<file path="src/rtl/chunk_serial_adder.sv">
// Multi-cycle adder: CHUNK bits per clock, with the carry held in a register between chunks.
// Optional signed-overflow flag is built when CHUNK_SERIAL_ADDER_OFL_EN is defined.
module chunk_serial_adder #(
  parameter int WIDTH = 16,
  parameter int CHUNK = 4
) (
  input  logic             clk,
  input  logic             rst,
  input  logic             start,
  input  logic [WIDTH-1:0] A,
  input  logic [WIDTH-1:0] B,
  input  logic             C_in,
  output logic             busy,
  output logic             done,
  output logic [WIDTH-1:0] S,
  output logic             C_out,
  output logic             Ofl
);

  localparam int NUM_CHUNKS = WIDTH / CHUNK;
  localparam int IDX_W      = (NUM_CHUNKS > 1) ? $clog2(NUM_CHUNKS) : 1;
  localparam logic [IDX_W-1:0] LAST_IDX = IDX_W'(NUM_CHUNKS - 1);

  // Handshake: start is sampled on a rising edge in IDLE or DONE and is ignored
  // in BUSY; done is a one-cycle pulse during which S/C_out/Ofl are freshly valid.
  typedef enum logic [1:0] {
    IDLE = 2'd0,
    BUSY = 2'd1,
    DONE = 2'd2
  } state_t;

  state_t           state_q;
  logic [IDX_W-1:0] idx_q;
  logic             carry_q;
  logic [WIDTH-1:0] a_q, b_q, acc_q, s_q;
  logic             cout_q;

  logic [CHUNK-1:0] chunk_a, chunk_b;
  logic [CHUNK:0]   chunk_sum_d;
  logic [WIDTH-1:0] acc_d;
  logic             last_d;
  int               base_d;

  always_comb begin
    base_d      = int'(idx_q) * CHUNK;
    chunk_a     = a_q[base_d +: CHUNK];
    chunk_b     = b_q[base_d +: CHUNK];
    chunk_sum_d = {1'b0, chunk_a} + {1'b0, chunk_b} + {{CHUNK{1'b0}}, carry_q};
    acc_d       = acc_q;
    acc_d[base_d +: CHUNK] = chunk_sum_d[CHUNK-1:0];
    last_d      = (idx_q == LAST_IDX);
  end

`ifdef CHUNK_SERIAL_ADDER_OFL_EN
  logic ofl_q;
  logic ofl_d;
  always_comb begin
    ofl_d = (a_q[WIDTH-1] == b_q[WIDTH-1]) && (acc_d[WIDTH-1] != a_q[WIDTH-1]);
  end
  assign Ofl = ofl_q;
`else
  assign Ofl = 1'b0;
`endif

  always_ff @(posedge clk or posedge rst) begin
    if (rst) begin
      state_q <= IDLE;
      idx_q   <= '0;
      carry_q <= 1'b0;
      a_q     <= '0;
      b_q     <= '0;
      acc_q   <= '0;
      s_q     <= '0;
      cout_q  <= 1'b0;
`ifdef CHUNK_SERIAL_ADDER_OFL_EN
      ofl_q   <= 1'b0;
`endif
    end else begin
      case (state_q)
        IDLE, DONE: begin
          if (start) begin
            a_q     <= A;
            b_q     <= B;
            carry_q <= C_in;
            idx_q   <= '0;
            state_q <= BUSY;
          end else begin
            state_q <= IDLE;
          end
        end
        BUSY: begin
          acc_q   <= acc_d;
          carry_q <= chunk_sum_d[CHUNK];
          idx_q   <= idx_q + IDX_W'(1);
          // Results are published only on the final chunk, so the partial
          // accumulator never reaches the outputs.
          if (last_d) begin
            state_q <= DONE;
            s_q     <= acc_d;
            cout_q  <= chunk_sum_d[CHUNK];
`ifdef CHUNK_SERIAL_ADDER_OFL_EN
            ofl_q   <= ofl_d;
`endif
          end
        end
        default: state_q <= IDLE;
      endcase
    end
  end

  assign busy  = (state_q == BUSY);
  assign done  = (state_q == DONE);
  assign S     = s_q;
  assign C_out = cout_q;

endmodule

</file>
<file path="config.mk">
export PLATFORM = sky130hd
export DESIGN_NAME = chunk_serial_adder
export DESIGN_NICKNAME = d
export VERILOG_FILES = /design/src/rtl/chunk_serial_adder.sv
export SDC_FILE = /design/constraint.sdc
export NUM_CORES = 1
export LEC_CHECK = 0
export BUFFER_PORTS_ARGS = -buffer_cell sky130_fd_sc_hd__buf_2
export CAP_MARGIN = 0
export CORE_UTILIZATION = 37
export CTS_BUF_LIST = sky130_fd_sc_hd__clkbuf_4
export DETAILED_ROUTE_END_ITERATION = 7
export PLACE_DENSITY = 0.7
export SLEW_MARGIN = 15
export SYNTH_ARGS = -nofsm -noshare
export SYNTH_HDL_FRONTEND = slang
export SYNTH_SLANG_ARGS = --single-unit
export TNS_END_PERCENT = 20
</file>
<file path="constraint.sdc">
create_clock -name clk -period 2.7 [get_ports clk]
set_clock_uncertainty 0.2 [all_clocks]
set_input_delay 0.405 -clock clk [delete_from_list [all_inputs] [get_ports clk]]
set_output_delay 0.405 -clock clk [all_outputs]
set_load 0.02 [all_outputs]
</file>
==> results of run 1 <==
[area by class of cell]
type	count	area share, %
timing repair buffer	77	12.5
multi-input combinational	148	36.3
clock buffer	9	1.73
tap	105	3.35
inverter	9	0.863
clock inverter	4	0.447
sequential	70	44.8
[kinds of logic after synthesis]
group / Yosys count / share of synthesized area, %
flops: 70 / 54.9
simple gates: 49 / 7.85
compound gates: 46 / 11.9
mux: 40 / 17.0
buf+inv: 23 / 3.18
fa+ha+maj: 11 / 4.79
other cells: 1 / 0.118
xor+xnor: 1 / 0.275
[state kept, by name (all words and copies together), names as in the netlist]
register,cells
acc_q,16
state_q,2
a_q,16
carry_q,1
b_q,16
C_out,1
S,16
idx_q,2
[through the flow]
stage	TNS [ns]	util (%)	cells	hold WS, ns	power, W
2_1_floorplan	-0.202	-	241	0.266	0.00410
3_3_place_gp	-0.732	44.2	398	0.271	0.00492
3_5_place_dp	-1.49	44.2	398	0.273	0.00505
6_report	0	47.4	422	0.0197	0.00589
4_1_cts	0	46.3	418	0.000353	0.00568
5_1_grt	-0.308	47.4	422	0.000729	0.00631
[per-layer routing]
layer / track usage, % / vias up
met5: 0 / -
met4: 4.67 / 0
met3: 6.28 / 11
met2: 27.5 / 59
met1: 19.8 / 1117
li1: - / 1034
[cell usage after synthesis (all sizes together) (2+ instances only)]
| library cell | number |
|---|---|
| a21o | 2 |
| a21oi | 5 |
| a221oi | 12 |
| a22o | 5 |
| a32o | 12 |
| a32oi | 4 |
| and2 | 2 |
| buf | 12 |
| clkbuf | 2 |
| dfrtp | 70 |
| fa | 2 |
| ha | 9 |
| inv | 9 |
| mux2 | 32 |
| mux4 | 8 |
| nand2 | 9 |
| nor2 | 29 |
| nor2b | 2 |
| nor3 | 2 |
| o21ai | 4 |
[where the power goes]
| group | total, W | internal (W) | switching, W |
|---|---|---|---|
| registers | 0.00182 | 0.00155 | 0.000275 |
| clock network | 0.000503 | 0.000165 | 0.000338 |
| logic | 0.00357 | 0.00166 | 0.00190 |
| total | 0.00589 | 0.00338 | 0.00252 |
[worst paths after layout]
| path | slack, ns | cells past startpoint | to | from |
|---|---|---|---|---|
| max in group asynchronous | 1.23 | 4 | b_q[4]$_DFFE_PP0P_ | rst |
| min in group asynchronous | 0.40 | 3 | S[11]$_DFFE_PP0P_ | rst |
| worst max register to register | 0.02 | 8 | acc_q[15]$_DFFE_PP0P_ | idx_q[0]$_DFFE_PP0P_ |
| worst min register to register | 0.29 | 2 | C_out$_DFFE_PP0P_ | C_out$_DFFE_PP0P_ |
| worst max-delay path | 0.02 | 8 | acc_q[15]$_DFFE_PP0P_ | idx_q[0]$_DFFE_PP0P_ |
| worst min-delay path | 0.02 | 2 | a_q[9]$_DFFE_PP0P_ | A[9] |
[repair_timing]
action,in CTS,in global routing
pin swaps,1,2
setup buffers,2,3
hold endpoints to repair,31,1
resized for setup,2,8
endpoints found under the setup margin,19,20
hold buffers,5,1
==> results.txt, run 1 <==
----------------------------------------------------
[Worst hold path]
  Worst min-delay path category ... in2reg

[Worst setup path]
  Critical-path top delay cell ... sky130_fd_sc_hd__dfrtp_2
  Data arrival, critical path ... between 2 and 3 ns
  Worst path top cell family by delay ... simple AND/OR/NAND/NOR gates
  Startpoint types ... register
  CP bufs+invs ... 2
  Critical path capture point type ... register
  Largest stage delay on the critical path ... about 0.47 ns
  List of cells traversed by the critical path ... buf_12 -> buf_6 -> mux4_2 -> fa_2 -> and3_4 -> or3_4 -> and2_4 -> a32o_1
  WP data required ... 2.82 ns
  Biggest fanout along the worst timing path ... 5
  Worst Setup Path Type ... reg2reg

[Clock network]
  Number of buffers on the longest clock path ... 2
  TritonCTS Buffers ... 9
  Number of levels in the clock H-tree ... 3
  Clock tree from TritonCTS ... built
  Worst-Skew Late Latency ... between 0.4 and 0.5 ns
  Post-CTS clock slew at the launch and capture registers of the worst setup and hold paths ... roughly 0.11 ns
  Cell chosen for the clock root ... sky130_fd_sc_hd__clkbuf_4
  Clock Sinks ... 70

[Routing]
  Detail Route met3 WL ... 402 um
  Violation count after the first detailed-routing iteration ... slightly above 90
  Ratio of routed vias to standard cells ... between 5 and 6
  Met1 wire length ... roughly 2900 um
  Length of routed met2 wiring ... roughly 3400 um
  Number of design rule violations left after detail routing ... 0
  First-pass iteration count of the detailed router ... 4
  Total vias in the final route ... between 2,000 and 2,500
  Highest routed layer ... met4
  Total detailed-routing wirelength ... 6790 um
  Average wire per standard cell ... roughly 16 um
  Detail Route Antenna Nets ... 0

[Final layout]
  Most common cell after layout, fill and taps aside ... sky130_fd_sc_hd__dfrtp_1
  Net count, final ... roughly 360
  Number of diodes ... 0
  Multi-input combinational cell area ... 0.00142 sq mm
  Non-Filler Cell Area, Final ... between 0.003 and 0.004 sq mm
  # fillers ... 798
  Signed area change from the synthesized netlist to the final layout ... 22.8%
  Fraction of final layout cells sized beyond drive strength 1 ... 45.1%
  Register area ... around 0.0018 sq mm
  Commonest non-fill, non-tap cells in the layout ... sky130_fd_sc_hd__dfrtp_1, sky130_fd_sc_hd__buf_2, sky130_fd_sc_hd__mux2_2, sky130_fd_sc_hd__nor2_1, sky130_fd_sc_hd__buf_4

[Synthesis]
  EDFF count, synth ... 0
  Total of flip-flops plus latches after synthesis ... 70
  Gate count after technology mapping ... between 200 and 250
  Proportion of netlist area held by the largest area contributor ... 54.9%
  Synthesized netlist net count ... around 290
  Library cell occupying the most area in the post-synthesis netlist ... sky130_fd_sc_hd__dfrtp_1
  Cells taking the most area after synthesis ... sky130_fd_sc_hd__dfrtp_1, sky130_fd_sc_hd__mux2_2, sky130_fd_sc_hd__mux4_2
  Syn Std Cell Area ... 0.00319 sq mm
  Mean instance size in the synthesized netlist ... ~13 sq um
  Share of flip-flops with an asynchronous set or reset ... between 90% and 100%
  Sequential-to-total area share from yosys stat ... between 50% and 60%
  Ys Warns ... 0
  Count of unique library cells instantiated by Yosys ... 33
  Most instantiated flip-flop cell in the synthesis netlist ... sky130_fd_sc_hd__dfrtp_1

[Global routing]
  Overall global routing resource usage ... between 10% and 20%
  Number of global-route vias before repair ... about 2,300
  Overflow after GRT ... 0
  First-pass GRT wire length ... about 11,000 um
  Largest net degree at the start of global routing ... 44
  Initial antenna violation count ... 0

[STA]
  Max-slew violation count ... 0
  Relative slew slack ... 56.7%
  Final critical path time including I/O delays and setup ... between 2 and 3 ns
  Smallest setup slack after layout ... around 0.022 ns
  Hold Fails Final Rpt ... 0
  Tightest Pin Transition ... about 0.65 ns
  Post-route clock period utilization ... 99.2%
  Setup repair after global routing missed its margin ... true
  Max Clock Freq ... 0.373 GHz
  Number of setup violations in the final report ... 0

[Floorplan]
  Site Rows ... 33
  Core region area ... 0.00826 sq mm
  Number of top-level design ports ... 56
  Vertical die dimension ... 94.8 um
  Initial cell density of the core ... 38.6%
  Chip width ... 94.8 um
  Die outline area ... approximately 0.0090 sq mm

[Pwr]
  Power density over the cells ... about 1500 mW/mm^2
  Leakage power figure ... approximately 1.8 nW
  Maximum resistive drop on vdd ... 0.794 mV

[Run status]
  Status ... complete, no violations

[Place]
  DPL Wire Length ... about 4800 um
  Placement-stage cell area ... 0.00365 sq mm
  Input/output buffers ... 54
  Final weighted congestion of routability-driven global placement ... a little under 0.8
  Post-placement worst setup slack ... -0.162 ns

[Flow run]
  Number of maximum-capacitance violations ... 0

----------------------------------------------------
Power figures use the tool's default switching activity.
==> run 2: changes to the inputs <==
- CELL_PAD_IN_SITES_DETAIL_PLACEMENT: not set -> 1
- CELL_PAD_IN_SITES_GLOBAL_PLACEMENT: not set -> 1
- CTS_BUF_LIST: sky130_fd_sc_hd__clkbuf_4 -> not set
- PLACE_DENSITY: 0.7 -> 0.81
==> results.txt, run 2 (same netlist as run 1, synthesis figures left out) <==
----------------------------------------------------
[Floorplan]
  Core region area ... just over 0.008 sq mm
  Die outline area ... between 0.008 and 0.009 sq mm
  Site Rows ... 33
  Initial cell density of the core ... 38.6%
  Number of top-level design ports ... 56
  Chip width ... 94.8 um
  Vertical die dimension ... between 90 and 100 um

[Run status]
  Status ... complete, no violations

[Routing]
  Ratio of routed vias to standard cells ... approximately 5.3
  Violation count after the first detailed-routing iteration ... 72
  Total vias in the final route ... between 2,000 and 2,500
  Average wire per standard cell ... roughly 17 um
  Number of design rule violations left after detail routing ... 0
  Total detailed-routing wirelength ... between 7000 and 8000 um
  Detail Route Antenna Nets ... 0
  First-pass iteration count of the detailed router ... 4

[Global routing]
  Overall global routing resource usage ... 18.5%
  Number of global-route vias before repair ... about 2,400
  First-pass GRT wire length ... roughly 12,000 um
  Initial antenna violation count ... 0
  Overflow after GRT ... 0
  Largest net degree at the start of global routing ... 36

[Worst setup path]
  Worst Setup Path Type ... reg2reg
  Largest stage delay on the critical path ... approximately 0.54 ns
  Startpoint types ... register
  Critical-path top delay cell ... sky130_fd_sc_hd__mux4_2
  WP data required ... 2.74 ns
  List of cells traversed by the critical path ... mux4_2 -> fa_2 -> fa_2 -> xor2_4 -> and2_4 -> a22o_1
  Critical path capture point type ... register
  Biggest fanout along the worst timing path ... 6
  Data arrival, critical path ... around 2.7 ns
  Cell repeated most along the worst path ... sky130_fd_sc_hd__fa_2

[Final layout]
  Most common cell after layout, fill and taps aside ... sky130_fd_sc_hd__dfrtp_1
  Signed area change from the synthesized netlist to the final layout ... 25.9%
  Multi-input combinational cell area ... between 0.001 and 0.0015 sq mm
  Core occupancy in the finished layout ... a little under 50%
  Number of diodes ... 0
  Non-Filler Cell Area, Final ... 0.00402 sq mm
  Register area ... ~0.0018 sq mm
  Commonest non-fill, non-tap cells in the layout ... sky130_fd_sc_hd__dfrtp_1, sky130_fd_sc_hd__buf_2, sky130_fd_sc_hd__mux2_2, sky130_fd_sc_hd__nor2_1, sky130_fd_sc_hd__buf_4
  Fraction of final layout cells sized beyond drive strength 1 ... about 47%
  # fillers ... 871
  Net count, final ... 360

[STA]
  Final critical path time including I/O delays and setup ... ~2.7 ns
  Total negative slack for setup checks ... 0 ns
  Relative slew slack ... 54.8%
  Max-slew violation count ... 0
  Setup repair after global routing missed its margin ... true
  Hold Fails Final Rpt ... 0
  Max Clock Freq ... between 0.3 and 0.4 GHz
  Post-route clock period utilization ... around 100%
  Tightest Pin Transition ... approximately 0.68 ns
  Number of setup violations in the final report ... 0

[Clock network]
  TritonCTS Buffers ... 9
  Number of levels in the clock H-tree ... 3
  Cell chosen for the clock root ... sky130_fd_sc_hd__clkbuf_8
  Clock Sinks ... 70
  Worst-Skew Late Latency ... approximately 0.35 ns
  Number of buffers on the longest clock path ... 2
  Clock tree from TritonCTS ... built
  Post-CTS clock slew at the launch and capture registers of the worst setup and hold paths ... 0.07 ns

[Pwr]
  Power density over the cells ... ~1600 mW/mm^2
  Leakage power figure ... roughly 1.8 nW
  Maximum resistive drop on vdd ... between 0.7 and 0.8 mV

[Place]
  Placement-stage cell area ... between 0.003 and 0.004 sq mm
  Input/output buffers ... 54
  Final weighted congestion of routability-driven global placement ... 0.763
  DPL Wire Length ... between 5000 and 6000 um

[Flow run]
  Number of maximum-capacitance violations ... 0

[Worst hold path]
  Worst min-delay path category ... in2reg

----------------------------------------------------
run 2: timing repair:
| item | 4_1_cts | 5_1_grt |
|---|---|---|
| hold endpoints to repair | 15 | 0 |
| hold buffers | 1 | 0 |
| gates resized for setup | 5 | 5 |
| setup endpoints to repair | 21 | 22 |
| setup buffers | 2 | 1 |
run 2: final timing paths:
check | start | end | slack (ns) | cells past startpoint
hold / removal | A[11] | a_q[11]$_DFFE_PP0P_ | 0.08 | 2
max in group asynchronous | rst | a_q[12]$_DFFE_PP0P_ | 1.31 | 4
min in group asynchronous | rst | carry_q$_DFFE_PP0P_ | 0.38 | 3
setup reg to reg | idx_q[0]$_DFFE_PP0P_ | acc_q[10]$_DFFE_PP0P_ | 0.004 | 6
setup / recovery | idx_q[0]$_DFFE_PP0P_ | acc_q[10]$_DFFE_PP0P_ | 0.004 | 6
hold reg to reg | C_out$_DFFE_PP0P_ | C_out$_DFFE_PP0P_ | 0.29 | 2
run 2: area by class of cell:
class                   count  share of cell area (%)
clock buffers              13                    4.21
clock inverters             3                    1.62
inverters                   9                   0.841
multi-input cells         148                    35.3
flip-flops and latches     70                    43.7
well taps                 105                    3.27
repair buffers             75                    11.1
run 2: report_power, final:
group / internal, W / leakage [nW] / switching [W]
Clock: 0.000595 / 0.120 / 0.000387
Combinational: 0.00166 / 0.843 / 0.00195
Sequential: 0.00155 / 0.854 / 0.000283
run 2: per-stage QoR:
| stage | hold slack [ns] | std cells | power [W] | setup slack [ns] |
|---|---|---|---|---|
| 3_3_place_gp | 0.208 | 403 | 0.00496 | -0.00504 |
| 5_1_grt | 0.0711 | 423 | 0.00687 | -0.0795 |
| 3_5_place_dp | 0.214 | 403 | 0.00514 | -0.101 |
| 6_report | 0.0820 | 423 | 0.00643 | 0.00427 |
| 4_1_cts | 0.0702 | 422 | 0.00634 | -0.0160 |
| 2_1_floorplan | 0.266 | 241 | 0.00410 | -0.0255 |
run 2: routing by layer:
layer	global-route usage (%)	share of wire, %	vias up
li1	-	-	1029
met1	22.0	41	1140
met2	31.7	53	57
met3	5.96	4.3	12
met4	5.56	1.5	0
met5	0	0	-
run 2: worst max-delay path, delay by kind of cell (launching register included):
kind	cells	cell delay, ns
adders and majority gates	2	0.83
muxes	1	0.54
DFF	1	0.44
AOI/OAI and AO/OA	1	0.21
xor gates and xnor gates	1	0.20
and+or+nand+nor	1	0.17
==> run 3: changes to the inputs <==
- ABC_AREA: not set -> 1
- CORE_UTILIZATION: 37 -> 39
- PLACE_DENSITY: 0.81 -> 0.86
==> results.txt, run 3 <==
----------------------------------------------------
[Routing]
  Violation count after the first detailed-routing iteration ... 80
  Ratio of routed vias to standard cells ... between 5 and 6
  Number of design rule violations left after detail routing ... 0
  Detail Route Antenna Nets ... 0
  First-pass iteration count of the detailed router ... 4
  Total detailed-routing wirelength ... 8710 um
  Total vias in the final route ... around 2,600
  Average wire per standard cell ... 16.9 um

[Place]
  Input/output buffers ... 54
  Final weighted congestion of routability-driven global placement ... about 0.82
  Placement-stage cell area ... ~0.0038 sq mm
  DPL Wire Length ... roughly 6500 um

[Pwr]
  Leakage power figure ... between 2 and 2.5 nW
  Combinational group share of total power ... a little over half
  Power density over the cells ... ~1400 mW/mm^2
  Net switching power ... about 0.0025 W
  Maximum resistive drop on vdd ... a little under 0.6 mV
  Switching share of power ... around 45%
  Clock group share of total power ... roughly 14%
  Internal power ... between 0.003 and 0.004 W
  Power share of the sequential group ... a little under a third

[Final layout]
  Commonest non-fill, non-tap cells in the layout ... sky130_fd_sc_hd__nand2_1, sky130_fd_sc_hd__dfrtp_1, sky130_fd_sc_hd__buf_2, sky130_fd_sc_hd__mux2_4, sky130_fd_sc_hd__inv_1
  Net count, final ... 453
  Signed area change from the synthesized netlist to the final layout ... 17.7%
  Non-Filler Cell Area, Final ... 0.00406 sq mm
  Number of diodes ... 0
  Most common cell after layout, fill and taps aside ... sky130_fd_sc_hd__nand2_1
  Fraction of final layout cells sized beyond drive strength 1 ... ~33%

[Run status]
  Status ... complete, no violations

[STA]
  Max-slew violation count ... 0
  Fin Hold WS ... ~0.073 ns
  Hold Fails Final Rpt ... 0
  Max Clock Freq ... a little under 0.4 GHz
  Final critical path time including I/O delays and setup ... between 2 and 3 ns
  Post-route clock period utilization ... 95.8%
  Number of setup violations in the final report ... 0
  Tightest Pin Transition ... between 0.6 and 0.7 ns
  Total negative slack for setup checks ... 0 ns
  Relative slew slack ... between 50% and 60%
  Setup repair after global routing missed its margin ... true

[Floorplan]
  Chip width ... 96.1 um
  Number of top-level design ports ... 56
  Initial cell density of the core ... 41.2%
  Vertical die dimension ... 96.1 um
  Die outline area ... between 0.009 and 0.01 sq mm
  Core region area ... roughly 0.0084 sq mm
  Site Rows ... 33

[Synthesis]
  Top post-synthesis cells by count ... sky130_fd_sc_hd__nand2_1, sky130_fd_sc_hd__dfrtp_1, sky130_fd_sc_hd__inv_1, sky130_fd_sc_hd__mux2_4, sky130_fd_sc_hd__o21ai_0
  Gate count after technology mapping ... about 340
  EDFF count, synth ... 0
  Proportion of netlist area held by the largest area contributor ... around half
  Most instantiated flip-flop cell in the synthesis netlist ... sky130_fd_sc_hd__dfrtp_1
  Syn Std Cell Area ... approximately 0.0035 sq mm
  Mean instance size in the synthesized netlist ... around 10 sq um
  Synthesized netlist net count ... roughly 390
  Sequential-to-total area share from yosys stat ... between 50% and 60%
  Cells taking the most area after synthesis ... sky130_fd_sc_hd__dfrtp_1, sky130_fd_sc_hd__mux2_4, sky130_fd_sc_hd__nand2_1
  Cell with the most instances after synthesis ... sky130_fd_sc_hd__nand2_1
  Count of unique library cells instantiated by Yosys ... 30
  Library cell occupying the most area in the post-synthesis netlist ... sky130_fd_sc_hd__dfrtp_1
  Share of flip-flops with an asynchronous set or reset ... 100%
  Total of flip-flops plus latches after synthesis ... 70
  Ys Warns ... 0

[Worst hold path]
  HP Start ... A[10]
  Hold-critical path endpoint ... a_q[10]$_DFFE_PP0P_
  Worst hold path cell count ... 2
  Worst min-delay path category ... in2reg

[Worst setup path]
  Worst path top cell family by delay ... adder cells
  Worst reg2reg path endpoint ... acc_q[5]$_DFFE_PP0P_
  Worst Setup Path Type ... reg2reg
  CP bufs+invs ... 1
  Path depth of the worst reg2reg path ... 9
  Biggest fanout along the worst timing path ... 16
  Origin of the critical flop-to-flop path ... idx_q[0]$_DFFE_PP0P_
  Largest stage delay on the critical path ... 0.55 ns
  Reg-to-reg slack, setup ... 0.11 ns
  Critical-path top delay cell ... sky130_fd_sc_hd__fa_2
  Critical path capture point type ... register
  Startpoint types ... register
  List of cells traversed by the critical path ... buf_12 -> o21ai_0 -> o22ai_1 -> fa_2 -> fa_2 -> nand3_1 -> o22ai_2 -> nand2_1 -> o21ai_0
  Data arrival, critical path ... approximately 2.6 ns
  WP data required ... roughly 2.8 ns

[Flow run]
  Number of maximum-capacitance violations ... 0

[Clock network]
  Cell chosen for the clock root ... sky130_fd_sc_hd__clkbuf_8
  Number of levels in the clock H-tree ... 3
  Clock Sinks ... 70
  Post-CTS clock slew at the launch and capture registers of the worst setup and hold paths ... about 0.080 ns
  Clock tree from TritonCTS ... built
  TritonCTS Buffers ... 9
  Number of buffers on the longest clock path ... 2
  Worst-Skew Late Latency ... ~0.35 ns
  Setup bufs post-CTS ... 0

[Global routing]
  Overall global routing resource usage ... between 20% and 30%
  Number of global-route vias before repair ... 3,003
  Overflow after GRT ... 0
  Initial antenna violation count ... 0
  Largest net degree at the start of global routing ... 36
  First-pass GRT wire length ... between 10,000 and 15,000 um

----------------------------------------------------
[run 3: changes by cell type in the layout (fill, tap and decap cells not counted), sizes merged, moves of 5 or more]
cell / change
o22ai: +16
a221oi: -12
nand3: +9
a32o: -12
nor2: -9
a22o: -5
inv: +20
mux4: -8
buf: -9
o21ai: +29
nand2: +88
[run 3: how the worst max path moves through the flow]
| stage | depth (start not counted) | to | start |
|---|---|---|---|
| after floorplan | 11 | acc_q[9]$_DFFE_PP0P_ | idx_q[0]$_DFFE_PP0P_ |
| after global placement | 11 | acc_q[10]$_DFFE_PP0P_ | idx_q[0]$_DFFE_PP0P_ |
| after detailed placement | 11 | acc_q[10]$_DFFE_PP0P_ | idx_q[0]$_DFFE_PP0P_ |
| after CTS | 11 | acc_q[14]$_DFFE_PP0P_ | idx_q[0]$_DFFE_PP0P_ |
| after global routing | 9 | acc_q[5]$_DFFE_PP0P_ | idx_q[0]$_DFFE_PP0P_ |
| final | 9 | acc_q[5]$_DFFE_PP0P_ | idx_q[0]$_DFFE_PP0P_ |
[run 3: repair_timing]
action | in CTS | in global routing
resized for setup | 2 | 8
setup endpoints to repair | 5 | 25
pin swaps | 0 | 1
hold endpoints to repair | 23 | 0
hold buffers | 1 | 0
[run 3: final cells by class]
cell class | count | area [sq um]
well taps | 105 | 131
multi-input cells | 228 | 1510
flip-flops and latches | 70 | 1750
clock buffers | 10 | 138
fillers | 976 | 4320
clock inverters | 6 | 37.5
repair buffers | 66 | 375
inverters | 31 | 121
[run 3: routing by layer]
| metal | global-route usage, % | part of all wire (%) | up-vias |
|---|---|---|---|
| met5 | 0 | 0 | - |
| met1 | 25.1 | 43 | 1322 |
| li1 | - | - | 1248 |
| met4 | 8.08 | 1.3 | 0 |
| met2 | 38.2 | 52 | 65 |
| met3 | 4.34 | 3.3 | 11 |
[run 3: metrics by stage]
stage          worst slack, ns  util, %  total power [W]  cells
3_3_place_gp             0.113     45.8          0.00447    499
2_1_floorplan           0.0343        -          0.00382    342
4_1_cts                0.00307     48.1          0.00553    516
5_1_grt                -0.0122     48.5          0.00597    516
6_report                 0.113     48.5          0.00558    516
3_5_place_dp           -0.0229     45.8          0.00467    499
[run 3: cell families (layout without fill, tap and decap cells)]
logic type / Yosys count / in the layout / share of synthesized area (%)
compound gates: 53 / 53 / 8.88
other cells: 1 / 1 / 0.109
buf+inv: 44 / 113 / 6.60
simple gates: 130 / 130 / 15.6
xor+xnor: 1 / 1 / 0.254
mux: 32 / 32 / 13.4
flops: 70 / 70 / 50.7
fa+ha+maj: 11 / 11 / 4.42
[run 3: power by group through the flow]
stage / registers, W / clock network [W] / logic (W)
2_1_floorplan: 0.00179 / 0 / 0.00204
3_3_place_gp: 0.00174 / 0 / 0.00273
3_5_place_dp: 0.00178 / 0 / 0.00290
4_1_cts: 0.00176 / 0.000790 / 0.00299
5_1_grt: 0.00181 / 0.000817 / 0.00335
6_report: 0.00176 / 0.000767 / 0.00306
